### config.mk
export PLATFORM = sky130hd
export DESIGN_NAME = booth_share_arbiter
export DESIGN_NICKNAME = d
export VERILOG_FILES = /design/src/rtl/booth_share_arbiter.sv
export SDC_FILE = /design/constraint.sdc
export NUM_CORES = 1
export LEC_CHECK = 0
export CORE_MARGIN = 1.5
export CORE_UTILIZATION = 55
export CTS_CLUSTER_SIZE = 24
export DETAILED_ROUTE_END_ITERATION = 7
export DONT_BUFFER_PORTS = 1
export MAX_ROUTING_LAYER = met4
export PLACE_DENSITY = 0.73
export SLEW_MARGIN = 10
export SYNTH_ARGS = -nofsm -noshare
export SYNTH_HDL_FRONTEND = slang
export SYNTH_SLANG_ARGS = --single-unit
export TNS_END_PERCENT = 1
### constraint.sdc
create_clock -name clk -period 1.77 [get_ports clk]
set_input_delay 0.0885 -clock clk [delete_from_list [all_inputs] [get_ports clk]]
set_output_delay 0.0885 -clock clk [all_outputs]
set_load 0.02 [all_outputs]
### src/rtl/booth_share_arbiter.sv
// Round-robin sharing of one sequential Booth multiplier between NREQ requesters.
// Optional abort on a stuck multiplier: define BOOTH_SHARE_ARBITER_TIMEOUT_EN (adds rsp_err).
module booth_share_arbiter #(
    parameter int NREQ    = 4,
    parameter int WIDTH   = 4,
    parameter int TIMEOUT = 31
) (
    input  logic                  clk,
    input  logic                  rst,
    input  logic [NREQ-1:0]       req,
    input  logic [NREQ*WIDTH-1:0] a_bus,
    input  logic [NREQ*WIDTH-1:0] b_bus,
    output logic [NREQ-1:0]       gnt,
    output logic [NREQ-1:0]       rsp_valid,
    output logic [2*WIDTH-1:0]    rsp_result,
    output logic                  busy,
    output logic                  mul_load_n,
    output logic [WIDTH-1:0]      mul_a,
    output logic [WIDTH-1:0]      mul_b,
    input  logic                  mul_done,
    input  logic [2*WIDTH-1:0]    mul_result,
`ifdef BOOTH_SHARE_ARBITER_TIMEOUT_EN
    output logic                  rsp_err,
`endif
    output logic [2:0]            state_dbg
);
    localparam int IW = $clog2(NREQ);

    typedef enum logic [2:0] {
        S_IDLE   = 3'd0,
        S_LOAD   = 3'd1,
        S_SETTLE = 3'd2,
        S_RUN    = 3'd3,
        S_RESP   = 3'd4
    } state_t;

    state_t          state, state_n;
    logic [IW-1:0]   last, idx, pick_idx, cand;
    logic            pick_found;
    logic [WIDTH-1:0] a_sl [NREQ];
    logic [WIDTH-1:0] b_sl [NREQ];

    for (genvar i = 0; i < NREQ; i++) begin : g_slice
        assign a_sl[i] = a_bus[i*WIDTH +: WIDTH];
        assign b_sl[i] = b_bus[i*WIDTH +: WIDTH];
    end

`ifdef BOOTH_SHARE_ARBITER_TIMEOUT_EN
    localparam int TW = $clog2(TIMEOUT + 1);
    logic [TW-1:0] tcnt;
    logic          expired;
    assign expired = (tcnt == TW'(TIMEOUT - 1));
`endif

    // Handshake: req is a level held by the requester until its rsp_valid;
    // gnt pulses once when the request is accepted, rsp_valid pulses once with the product.
    always_comb begin
        pick_found = 1'b0;
        pick_idx   = '0;
        cand       = '0;
        for (int k = 1; k <= NREQ; k++) begin
            cand = IW'((int'(last) + k) % NREQ);
            if (!pick_found && req[cand]) begin
                pick_found = 1'b1;
                pick_idx   = cand;
            end
        end
    end

    always_ff @(posedge clk) begin
        if (rst) state <= S_IDLE;
        else     state <= state_n;
    end

    // SETTLE never looks at mul_done so a done left over from the last product is masked.
    always_comb begin
        state_n = state;
        case (state)
            S_IDLE:   if (pick_found) state_n = S_LOAD;
            S_LOAD:   state_n = S_SETTLE;
            S_SETTLE: state_n = S_RUN;
            S_RUN: begin
                if (mul_done) state_n = S_RESP;
`ifdef BOOTH_SHARE_ARBITER_TIMEOUT_EN
                else if (expired) state_n = S_RESP;
`endif
            end
            S_RESP:   state_n = S_IDLE;
            default:  state_n = S_IDLE;
        endcase
    end

    always_ff @(posedge clk) begin
        if (rst) begin
            last       <= IW'(NREQ - 1);
            idx        <= '0;
            mul_a      <= '0;
            mul_b      <= '0;
            rsp_result <= '0;
`ifdef BOOTH_SHARE_ARBITER_TIMEOUT_EN
            tcnt       <= '0;
            rsp_err    <= 1'b0;
`endif
        end else begin
            case (state)
                S_IDLE: begin
                    if (pick_found) begin
                        idx   <= pick_idx;
                        mul_a <= a_sl[pick_idx];
                        mul_b <= b_sl[pick_idx];
                    end
                end
`ifdef BOOTH_SHARE_ARBITER_TIMEOUT_EN
                S_SETTLE: tcnt <= '0;
                S_RUN: begin
                    if (mul_done) begin
                        rsp_result <= mul_result;
                        rsp_err    <= 1'b0;
                    end else if (expired) begin
                        rsp_result <= '0;
                        rsp_err    <= 1'b1;
                    end else begin
                        tcnt <= tcnt + TW'(1);
                    end
                end
`else
                S_RUN: if (mul_done) rsp_result <= mul_result;
`endif
                S_RESP: last <= idx;
                default: ;
            endcase
        end
    end

    assign busy       = (state != S_IDLE);
    assign mul_load_n = (state != S_LOAD);
    assign gnt        = (state == S_LOAD) ? (NREQ'(1) << idx) : '0;
    assign rsp_valid  = (state == S_RESP) ? (NREQ'(1) << idx) : '0;
    assign state_dbg  = state;

endmodule

==> metrics.txt, run 1 <==
worst min-delay path class primary input to register; DIE AREA 2660 µm²; Final Hold Violating Endpoints 0; MaxCap Viol Count 0; Root Driver clkbuf_4; initial drt markers 13; Post-Layout Cell Count between 150 and 200; largest area contributor in the netlist dfxtp_1; Netlist cell types 34; register area share after synthesis 35.4%; Setup crit end kind output port; ys flop type dfxtp_1; First-pass DRT Iterations 4; Num CTS Buffers 3; dpl hpwl 2.08 mm; Synth top cells by count dfxtp_1 (23), nand2_1 (19), mux2i_1 (17), nor2_1 (14), a21oi_1 (12); vias in the first global route 1031; fin crit period 1.66 ns; fin crit share between 90% and 100%; maximum vdd drop 674 µV; worst rel slew slack about half; diodes inserted 0; CTS tree built; final wirelength 3.09 mm; DRC viols 0; Die X 51.6 µm; Syn Area/Cell 9.03 µm²; initial core utilization between 50% and 60%; power consumption 1150 µW; net count after synthesis 191; final setup fails 0; PwrDens 740 nW/µm²; synthesized netlist cell count 144; worst setup path startpoint state_dbg[2]; clk buf depth 2; top-count cell post-synth dfxtp_1; Worst Path Max Fanout 9; Hold Crit Start b_bus[9]; setup_tns 0 ns; IO Port Bufs 0; Die Span Y 51.6 µm; vias per std cell between 5 and 6; worst path arrival time roughly 1.6 ns; Num Clock Sinks 23; Routability Congestion between 0.7 and 0.8; placed cells 171; share of layout cells above drive strength 1 20.4%; Hold Worst Slack 0.0105 ns; Lkg Pwr 0.000619 µW; post-DR wirelength/cell around 16 µm; Post-DRT Antenna Nets 0; Global Route Usage Sum 22.4%; Area contributors post-synth dfxtp_1 (35%), mux2i_1 (13%), o221ai_2 (9.2%), nand2_1 (5.5%), nand3b_1 (5.2%); Syn. warnings 0; ys async rst share 0%; first-pass GRT wire length 4.37 mm; RSZ-0062 raised after global routing no; CP required 1.68 ns; FF-to-FF Start last[1]; clock-pin slew on the worst setup and hold paths between 0.1 and 0.15 ns; WS Path Type register to output port; Filler Cells Inserted 177; Area growth, synth to finish 19.5%; Max H-tree Level 1; worst skew pair latency 0.30 ns; area of the mapped netlist 1300 µm²; Slew Limit Fails 0; Synth Register Bits 23; setup bufs post-CTS 0; largest net degree at the start of global routing 22; final net count between 200 and 250; Slew @ Worst Pin 0.735 ns; cell row count 17; core footprint about 2200 µm²; final setup skew between 0.002 and 0.003 ns; status finished, final reports clean; Worst setup SP type register; io pins 76; overflow left after global routing 0; number of synthesized flops with an enable pin 0; Fmax achieved 0.603 GHz; total number of vias ~1100; initial antenna violation count 0; post-synth top area share between 30 and 40%
-- final timing paths --
| kind | endpoint | cells past startpoint | slack, ns |
|---|---|---|---|
| max | gnt[0] | 3 | 0.11 |
| min | mul_b[1] | 2 | 0.01 |
| max reg2reg | mul_a[1] | 6 | 0.16 |
| min reg2reg | rsp_result[4] | 2 | 0.57 |
-- sequential cells by signal, summed over array words and instances (netlist names) --
| register | cells |
|---|---|
| rsp_result | 8 |
| mul_a | 4 |
| mul_b | 4 |
| state_dbg | 3 |
| idx | 2 |
| last | 2 |
-- report_power, final --
part	switching [µW]	internal [µW]
Combinational	160	134
Sequential	67.7	556
Clock	145	87.8
-- kinds of logic after synthesis --
logic type      Yosys count  share of synthesized area, %
mux                      17                          13.1
buf+inv                  14                          6.54
compound gates           27                          19.0
flops                    23                          35.4
simple gates             63                          26.0
-- final cells by class --
| cell class | count | area [µm²] | area share, % |
|---|---|---|---|
| clock buffer | 4 | 26.3 | 1.69 |
| inverter | 5 | 18.8 | 1.21 |
| multi-input combinational | 107 | 791 | 50.9 |
| sequential | 23 | 460 | 29.6 |
| tap | 28 | 35.0 | 2.25 |
| timing repair buffer | 23 | 223 | 14.3 |
-- metrics by stage --
| step | utilization [%] | worst slack, ns | instance area [µm²] |
|---|---|---|---|
| after detailed placement | 60.9 | 0.156 | 1350 |
| after CTS | 68.6 | -0.0385 | 1520 |
| final | 70.2 | 0.111 | 1550 |
| after floorplan | - | 0.0173 | 1310 |
| after global routing | 70.2 | 0.0253 | 1550 |
| after global placement | 60.9 | 0.215 | 1350 |
-- layer usage --
layer  vias to the layer above  track usage [%]  routed length, µm
li1                        547                -                  -
met4                         0             9.21                 17
met5                         -                -                  0
met2                        42             37.4               1640
met3                         2             6.32                197
met1                       536             25.4               1230
-- cell usage in the layout, fill, tap and decap left out, types with 2 or more instances in the layout --
cell	n
dfxtp_1	23
inv_1	5
nor3_1	4
and3_1	2
dlygate4sd3_1	15
nand3b_1	9
clkbuf_4	3
a21oi_1	12
buf_4	7
o221ai_2	8
nor2_4	3
nor2_1	11
nand2_1	19
mux2i_1	17
nand2b_1	2
or2_2	2
nor3_4	2
-- critical path, cell delays in order, from the launching register on --
cell     delay (ns)
dfxtp_1        0.33
buf_4          0.17
or3b_4         0.51
nor3_4         0.26
-- what timing repair did --
action                                  in CTS  in global routing
resized for setup                            4                  4
pin swaps                                    0                  0
cloned                                       0                  0
hold buffers                                13                  2
endpoints found under the hold margin       21                  2
endpoints found under the setup margin       4                  4
Note: power is estimated with default switching activity, not from simulation.
==> inputs of run 2 (changes only) <==
--- a/config.mk
+++ b/config.mk
@@ -6,12 +6,12 @@
 export NUM_CORES = 1
 export LEC_CHECK = 0
 export CORE_MARGIN = 1.5
-export CORE_UTILIZATION = 55
+export CORE_UTILIZATION = 66
 export CTS_CLUSTER_SIZE = 24
 export DETAILED_ROUTE_END_ITERATION = 7
 export DONT_BUFFER_PORTS = 1
 export MAX_ROUTING_LAYER = met4
-export PLACE_DENSITY = 0.73
+export PLACE_DENSITY = 0.82
 export SLEW_MARGIN = 10
 export SYNTH_ARGS = -nofsm -noshare
 export SYNTH_HDL_FRONTEND = slang
==> constraint.sdc (replaced) <==
create_clock -name clk -period 2 [get_ports clk]
set_input_delay 0.1 -clock clk [delete_from_list [all_inputs] [get_ports clk]]
set_output_delay 0.1 -clock clk [all_outputs]
set_load 0.02 [all_outputs]
==> run 2 against run 1 <==
  * Sequential share of layout area grew 1.3 points
  * Die area is 16% lower
  * Non-clock buffer count shrank 3
  * Via count is 1.1% higher
  * Sequential power down 11%
  * Setup slack worse by 0.0076 ns
  * Register-to-register slack lost 0.06 ns
  * Final area fell by 4.2%
  * Utilization up 13 points
  * Critical endpoint is now mul_b[1]
  * Largest power group unchanged
  * Highest routed layer unchanged
==> metrics.txt, run 2 (synthesized netlist as in run 1, its figures left out) <==
Lkg Pwr 0.000607 µW (was 0.000619 µW); worst rel slew slack 62.4% (was 50.8%); Pint 683 µW (was 777 µW); pre-CTS WS 0.250 ns (was 0.156 ns); Worst setup SP type register (unchanged); setup_tns 0 ns (unchanged); clk buf depth 2 (unchanged); DIE AREA 2240 µm² (was 2660 µm²); Routability Congestion 0.819 (was 0.729); Largest Register rsp_result (unchanged); FF-to-FF Start last[1] (unchanged); initial core utilization 72.9% (was 58.8%); Comb power frac 24.0% (was 25.5%); setup bufs post-CTS 0 (unchanged); setup slack, reg-to-reg 0.10 ns (was 0.16 ns); Final Worst Setup Slack 0.103 ns (was 0.111 ns); CP most frequent cell mux2i_1; worst min-delay path class primary input to register (unchanged); CP peak stage delay 0.52 ns (was 0.51 ns); vias in the first global route 1018 (was 1031); PwrDens 687 nW/µm² (was 740 nW/µm²); worst skew pair latency 0.31 ns (was 0.30 ns); cell row count 15 (was 17); largest net degree at the start of global routing 17 (was 22); Area growth, synth to finish 14.5% (was 19.5%); final setup fails 0 (unchanged); overflow left after global routing 0 (unchanged); top flop regs rsp_result x8, mul_a x4, mul_b x4 (unchanged); clock-pin slew on the worst setup and hold paths 0.13 ns (was 0.12 ns); Cell Chain, Critical Path mux2i_1 -> o21ai_2 -> nor3_4 -> buf_12 -> mux2i_1 -> o221ai_2 (was buf_4 -> or3b_4 -> nor3_4); diodes inserted 0 (unchanged); P_sw 341 µW (was 373 µW); IO Port Bufs 0 (unchanged); first-pass GRT wire length 4.41 mm (was 4.37 mm); post-DR wirelength/cell 17.9 µm (was 16.3 µm); status finished, final reports clean (unchanged); Worst Path Max Fanout 16 (was 9); Setup crit end kind register (was output port); core footprint 1780 µm² (was 2210 µm²); initial antenna violation count 0 (unchanged); CTS tree built (unchanged); io pins 76 (unchanged); Global Route Usage Sum 29.3% (was 22.4%); Sequential Power Share 54.0% (was 54.2%); Clock power frac 22.0% (was 20.3%); Die Span Y 47.4 µm (was 51.6 µm); CP required 2.19 ns (was 1.68 ns); Num CTS Buffers 3 (unchanged); Fmax achieved 0.527 GHz; final setup skew 0.00283 ns (was 0.00273 ns); Sw Share 33.3% (was 32.4%); total number of vias 1139 (was 1127); Slew Limit Fails 0 (unchanged); Num Clock Sinks 23 (unchanged); worst setup path startpoint last[1] (was state_dbg[2]); leading cell types in the layout, fill and taps excluded dfxtp_1 (23), nand2_1 (19), mux2i_1 (17) (unchanged); Max H-tree Level 1 (unchanged); worst r2r dst mul_b[1] (was mul_a[1]); Root Driver clkbuf_4 (unchanged); MaxCap Viol Count 0 (unchanged); Filler Cells Inserted 110 (was 177); reg2reg path depth 6 (unchanged); dpl hpwl 2.10 mm (was 2.08 mm); DRC viols 0 (unchanged); fin crit period 1.90 ns; Die X 47.4 µm (was 51.6 µm); final wirelength 3.30 mm (was 3.09 mm); Register Area 460 µm² (unchanged); initial drt markers 20 (was 13); RSZ-0062 raised after global routing no (unchanged); most common cell after layout, fill and taps aside dfxtp_1 (unchanged); fin util 83.5% (was 70.2%); maximum vdd drop 536 µV (was 674 µV); share of layout cells above drive strength 1 18.2% (was 20.4%); final net count 207 (was 210); fin crit share 94.8%; vias per std cell 6.19 (was 5.93); max reg flops 8 (unchanged); Slew @ Worst Pin 0.562 ns (was 0.735 ns); slowest cell on the critical path dfxtp_1 (was or3b_4); Post-DRT Antenna Nets 0 (unchanged); multi-input logic area 757 µm² (was 791 µm²); First-pass DRT Iterations 4 (unchanged); Final Hold Violating Endpoints 0 (unchanged); WS Path Type register to register (was register to output port); crit path to mul_b[1] (was gnt[0]); worst path arrival time 2.09 ns (was 1.57 ns)
-- run 2: timing repair --
item                       4_1_cts  5_1_grt
gates resized for setup          0        1
hold buffers                    12        1
setup endpoints to repair        0        1
hold endpoints to repair        16        1
-- run 2: final cells by class --
class | instances | share of cell area, %
clock buffer | 4 | 1.76
tap | 25 | 2.10
timing repair buffer | 20 | 13.1
multi-input combinational | 107 | 50.8
inverter | 5 | 1.26
sequential | 23 | 30.9
-- run 2: power groups by stage --
stage               sequential (µW)  clock [µW]  combinational (µW)
floorplan                       561           0                 182
global placement                560           0                 210
detailed placement              561           0                 217
CTS                             551         216                 239
global route                    555         236                 262
finish                          553         225                 246
-- run 2: through the flow --
step	hold slack (ns)	instances	total power (µW)	area (µm²)
floorplan	0.236	144	742	1300
global placement	0.172	167	770	1330
detailed placement	0.173	167	778	1330
CTS	0.000365	183	1010	1480
global route	0.00641	184	1050	1490
finish	0.00477	184	1020	1490
-- run 2: per-layer routing --
| layer | track usage [%] | vias to the layer above | share of wire [%] |
|---|---|---|---|
| met5 | - | - | 0 |
| met4 | 10.6 | 0 | 1.2 |
| met3 | 7.69 | 4 | 7.8 |
| met2 | 53.0 | 55 | 53 |
| met1 | 29.7 | 534 | 38 |
| li1 | - | 546 | - |
-- run 2: critical path: cells and delay by family (launching register included) --
family | cells | cell delay (ns)
compound gates | 2 | 0.26
buf+inv | 1 | 0.19
flops | 1 | 0.52
mux | 2 | 0.59
simple gates | 1 | 0.22
-- run 2: worst min path at each step --
| stage | startpoint | to | slack (ns) | cells after the start |
|---|---|---|---|---|
| after floorplan | mul_result[0] | rsp_result[0] | 0.24 | 2 |
| after global placement | rst | rsp_result[3] | 0.17 | 1 |
| after detailed placement | rst | rsp_result[2] | 0.17 | 1 |
| after CTS | rst | mul_b[1] | 0.0004 | 2 |
| after global routing | rst | mul_b[0] | 0.006 | 2 |
| final | rst | mul_a[3] | 0.005 | 2 |
==> inputs of run 3 (changes only) <==
--- a/config.mk
+++ b/config.mk
@@ -5,13 +5,13 @@
 export SDC_FILE = /design/constraint.sdc
 export NUM_CORES = 1
 export LEC_CHECK = 0
+export BUFFER_PORTS_ARGS = -buffer_cell sky130_fd_sc_hd__buf_2
 export CORE_MARGIN = 1.5
-export CORE_UTILIZATION = 66
+export CORE_UTILIZATION = 46
 export CTS_CLUSTER_SIZE = 24
 export DETAILED_ROUTE_END_ITERATION = 7
-export DONT_BUFFER_PORTS = 1
 export MAX_ROUTING_LAYER = met4
-export PLACE_DENSITY = 0.82
+export PLACE_DENSITY = 0.84
 export SLEW_MARGIN = 10
 export SYNTH_ARGS = -nofsm -noshare
 export SYNTH_HDL_FRONTEND = slang
==> run 3 against run 2 <==
  * Highest routed layer is now met3
  * Register-to-register slack gained 0.07 ns
  * Combinational power rose by 40%
  * Final area increased by 21%
  * Utilization down 17 points
==> metrics.txt, run 3 (synthesized netlist as in run 1, its figures left out) <==
status finished, final reports clean (unchanged); share of layout cells above drive strength 1 44.7% (was 18.2%); First-pass DRT Iterations 4 (unchanged); Post-DRT Antenna Nets 0 (unchanged); CP peak stage delay 0.50 ns (was 0.52 ns); worst path arrival time 2.02 ns (was 2.09 ns); pre-CTS WS 0.211 ns (was 0.250 ns); Num Clock Sinks 23 (unchanged); CP most frequent cell mux2i_1 (unchanged); multi-input logic area 754 µm² (was 757 µm²); maximum vdd drop 699 µV (was 536 µV); Root Driver clkbuf_4 (unchanged); Fmax achieved 0.548 GHz (was 0.527 GHz); Largest Register rsp_result (unchanged); cell row count 19 (was 15); Max H-tree Level 1 (unchanged); M2 GR Usage 40.8% (was 53.0%); CP required 2.19 ns (about the same); global routing met1 resource utilization 23.5% (was 29.7%); most common cell after layout, fill and taps aside buf_2 (was dfxtp_1); worst min-delay path class primary input to register (unchanged); Lkg Pwr 0.000899 µW (was 0.000607 µW); final wirelength 3.35 mm (was 3.30 mm); met3 Resource Use GR 6.74% (was 7.69%); fin crit share 91.3% (was 94.8%); fin crit period 1.83 ns (was 1.90 ns); largest net degree at the start of global routing 26 (was 17); first-pass GRT wire length 5.43 mm (was 4.41 mm); initial antenna violation count 0 (unchanged); DIE AREA 3150 µm² (was 2240 µm²); slowest cell on the critical path dfxtp_1 (unchanged); Register Area 460 µm² (unchanged); final setup fails 0 (unchanged); setup_tns 0 ns (unchanged); Cell Chain, Critical Path mux2i_1 -> o21ai_2 -> nor3_4 -> buf_12 -> mux2i_1 -> o221ai_2 (unchanged); CTS tree built (unchanged); setup bufs post-CTS 0 (unchanged); clock-pin slew on the worst setup and hold paths 0.14 ns (was 0.13 ns); Filler Cells Inserted 226 (was 110); top flop regs rsp_result x8, mul_a x4, mul_b x4 (unchanged); final setup skew 0.0174 ns (was 0.00283 ns); io pins 76 (unchanged); Worst Path Max Fanout 16 (unchanged); RSZ-0062 raised after global routing no (unchanged); Die Span Y 56.2 µm (was 47.4 µm); dpl hpwl 2.39 mm (was 2.10 mm); Routability Congestion 0.904 (was 0.819); clk buf depth 2 (unchanged); worst skew pair latency 0.32 ns (was 0.31 ns); overflow left after global routing 0 (unchanged); diodes inserted 0 (unchanged); GRT Max-Usage Layer met2 (unchanged); post-DR wirelength/cell 13.0 µm (was 17.9 µm); PwrDens 604 nW/µm² (was 687 nW/µm²); Buf/Inv on CP 1 (unchanged); Setup crit end kind register (unchanged); Final Worst Setup Slack 0.175 ns (was 0.103 ns); WS Path Type register to register (unchanged); Area growth, synth to finish 38.5% (was 14.5%); Global Route Usage Sum 22.1% (was 29.3%); core footprint 2710 µm² (was 1780 µm²); Die X 56.2 µm (was 47.4 µm); final net count 274 (was 207); Final Hold Violating Endpoints 0 (unchanged); DRC viols 0 (unchanged); worst rel slew slack 65.8% (was 62.4%); MaxCap Viol Count 0 (unchanged); max reg flops 8 (unchanged); IO Port Bufs 75 (was 0); vias in the first global route 1254 (was 1018); initial core utilization 48.0% (was 72.9%); vias per std cell 5.19 (was 6.19); Worst setup SP type register (unchanged); Num CTS Buffers 3 (unchanged); total number of vias 1335 (was 1139); Slew @ Worst Pin 0.512 ns (was 0.562 ns); initial drt markers 40 (was 20); cell family with most CP delay multiplexers (unchanged); Slew Limit Fails 0 (unchanged); leading cell types in the layout, fill and taps excluded buf_2 (75), dfxtp_1 (23), nand2_1 (19) (was dfxtp_1 (23), nand2_1 (19), mux2i_1 (17))
## run 3: cell count changes in the layout (fill, tap and decap cells not counted), sizes merged
cell and delta:
dlygate4sd3 -5, clkinvlp +1, buf +72, clkbuf -1
## run 3: final cells by class
| cell class | instances | share of cell area (%) |
|---|---|---|
| multi-input combinational | 107 | 41.9 |
| inverter | 5 | 1.04 |
| sequential | 23 | 25.6 |
| clock inverter | 1 | 0.417 |
| timing repair buffer | 87 | 27.7 |
| tap | 31 | 2.15 |
| clock buffer | 3 | 1.25 |
## run 3: worst paths after layout
kind	from	endpoint	slack [ns]	depth (start not counted)
setup / recovery	last[1]	mul_a[1]	0.17	6
hold / removal	b_bus[13]	mul_b[1]	0.09	3
setup reg to reg	last[1]	mul_a[1]	0.17	6
hold reg to reg	rsp_result[3]	rsp_result[3]	0.47	2
## run 3: power by group
group	switching, µW	leakage [µW]	total, µW	internal, µW
sequential	26.5	0.000188	519	492
clock	149	0.0000139	226	76.3
combinational	186	0.000697	344	157
## run 3: tightest hold or removal path: stages
cell,delay [ns]
buf_2,0.07
mux2i_1,0.07
o221ai_2,0.15
## run 3: metrics by stage
stage               total power [µW]  instances  hold WS, ns  area, µm²  utilization [%]
CTS                             1100        257       0.0882       1800             66.4
floorplan                        742        144        0.236       1300                -
global placement                 854        245        0.343       1690             62.4
finish                          1090        257       0.0899       1800             66.4
detailed placement               860        245        0.348       1690             62.4
global route                    1160        257       0.0872       1800             66.4
## run 3: routing by layer
layer,wire length [µm],part of all wire [%]
met4,0,0
met2,1740,52
met5,0,0
met3,241,7.2
met1,1370,41
## run 3: timing repair
item,in CTS,in global routing
endpoints found under the hold margin,8,0
hold buffers,8,0
gates resized for setup,0,0
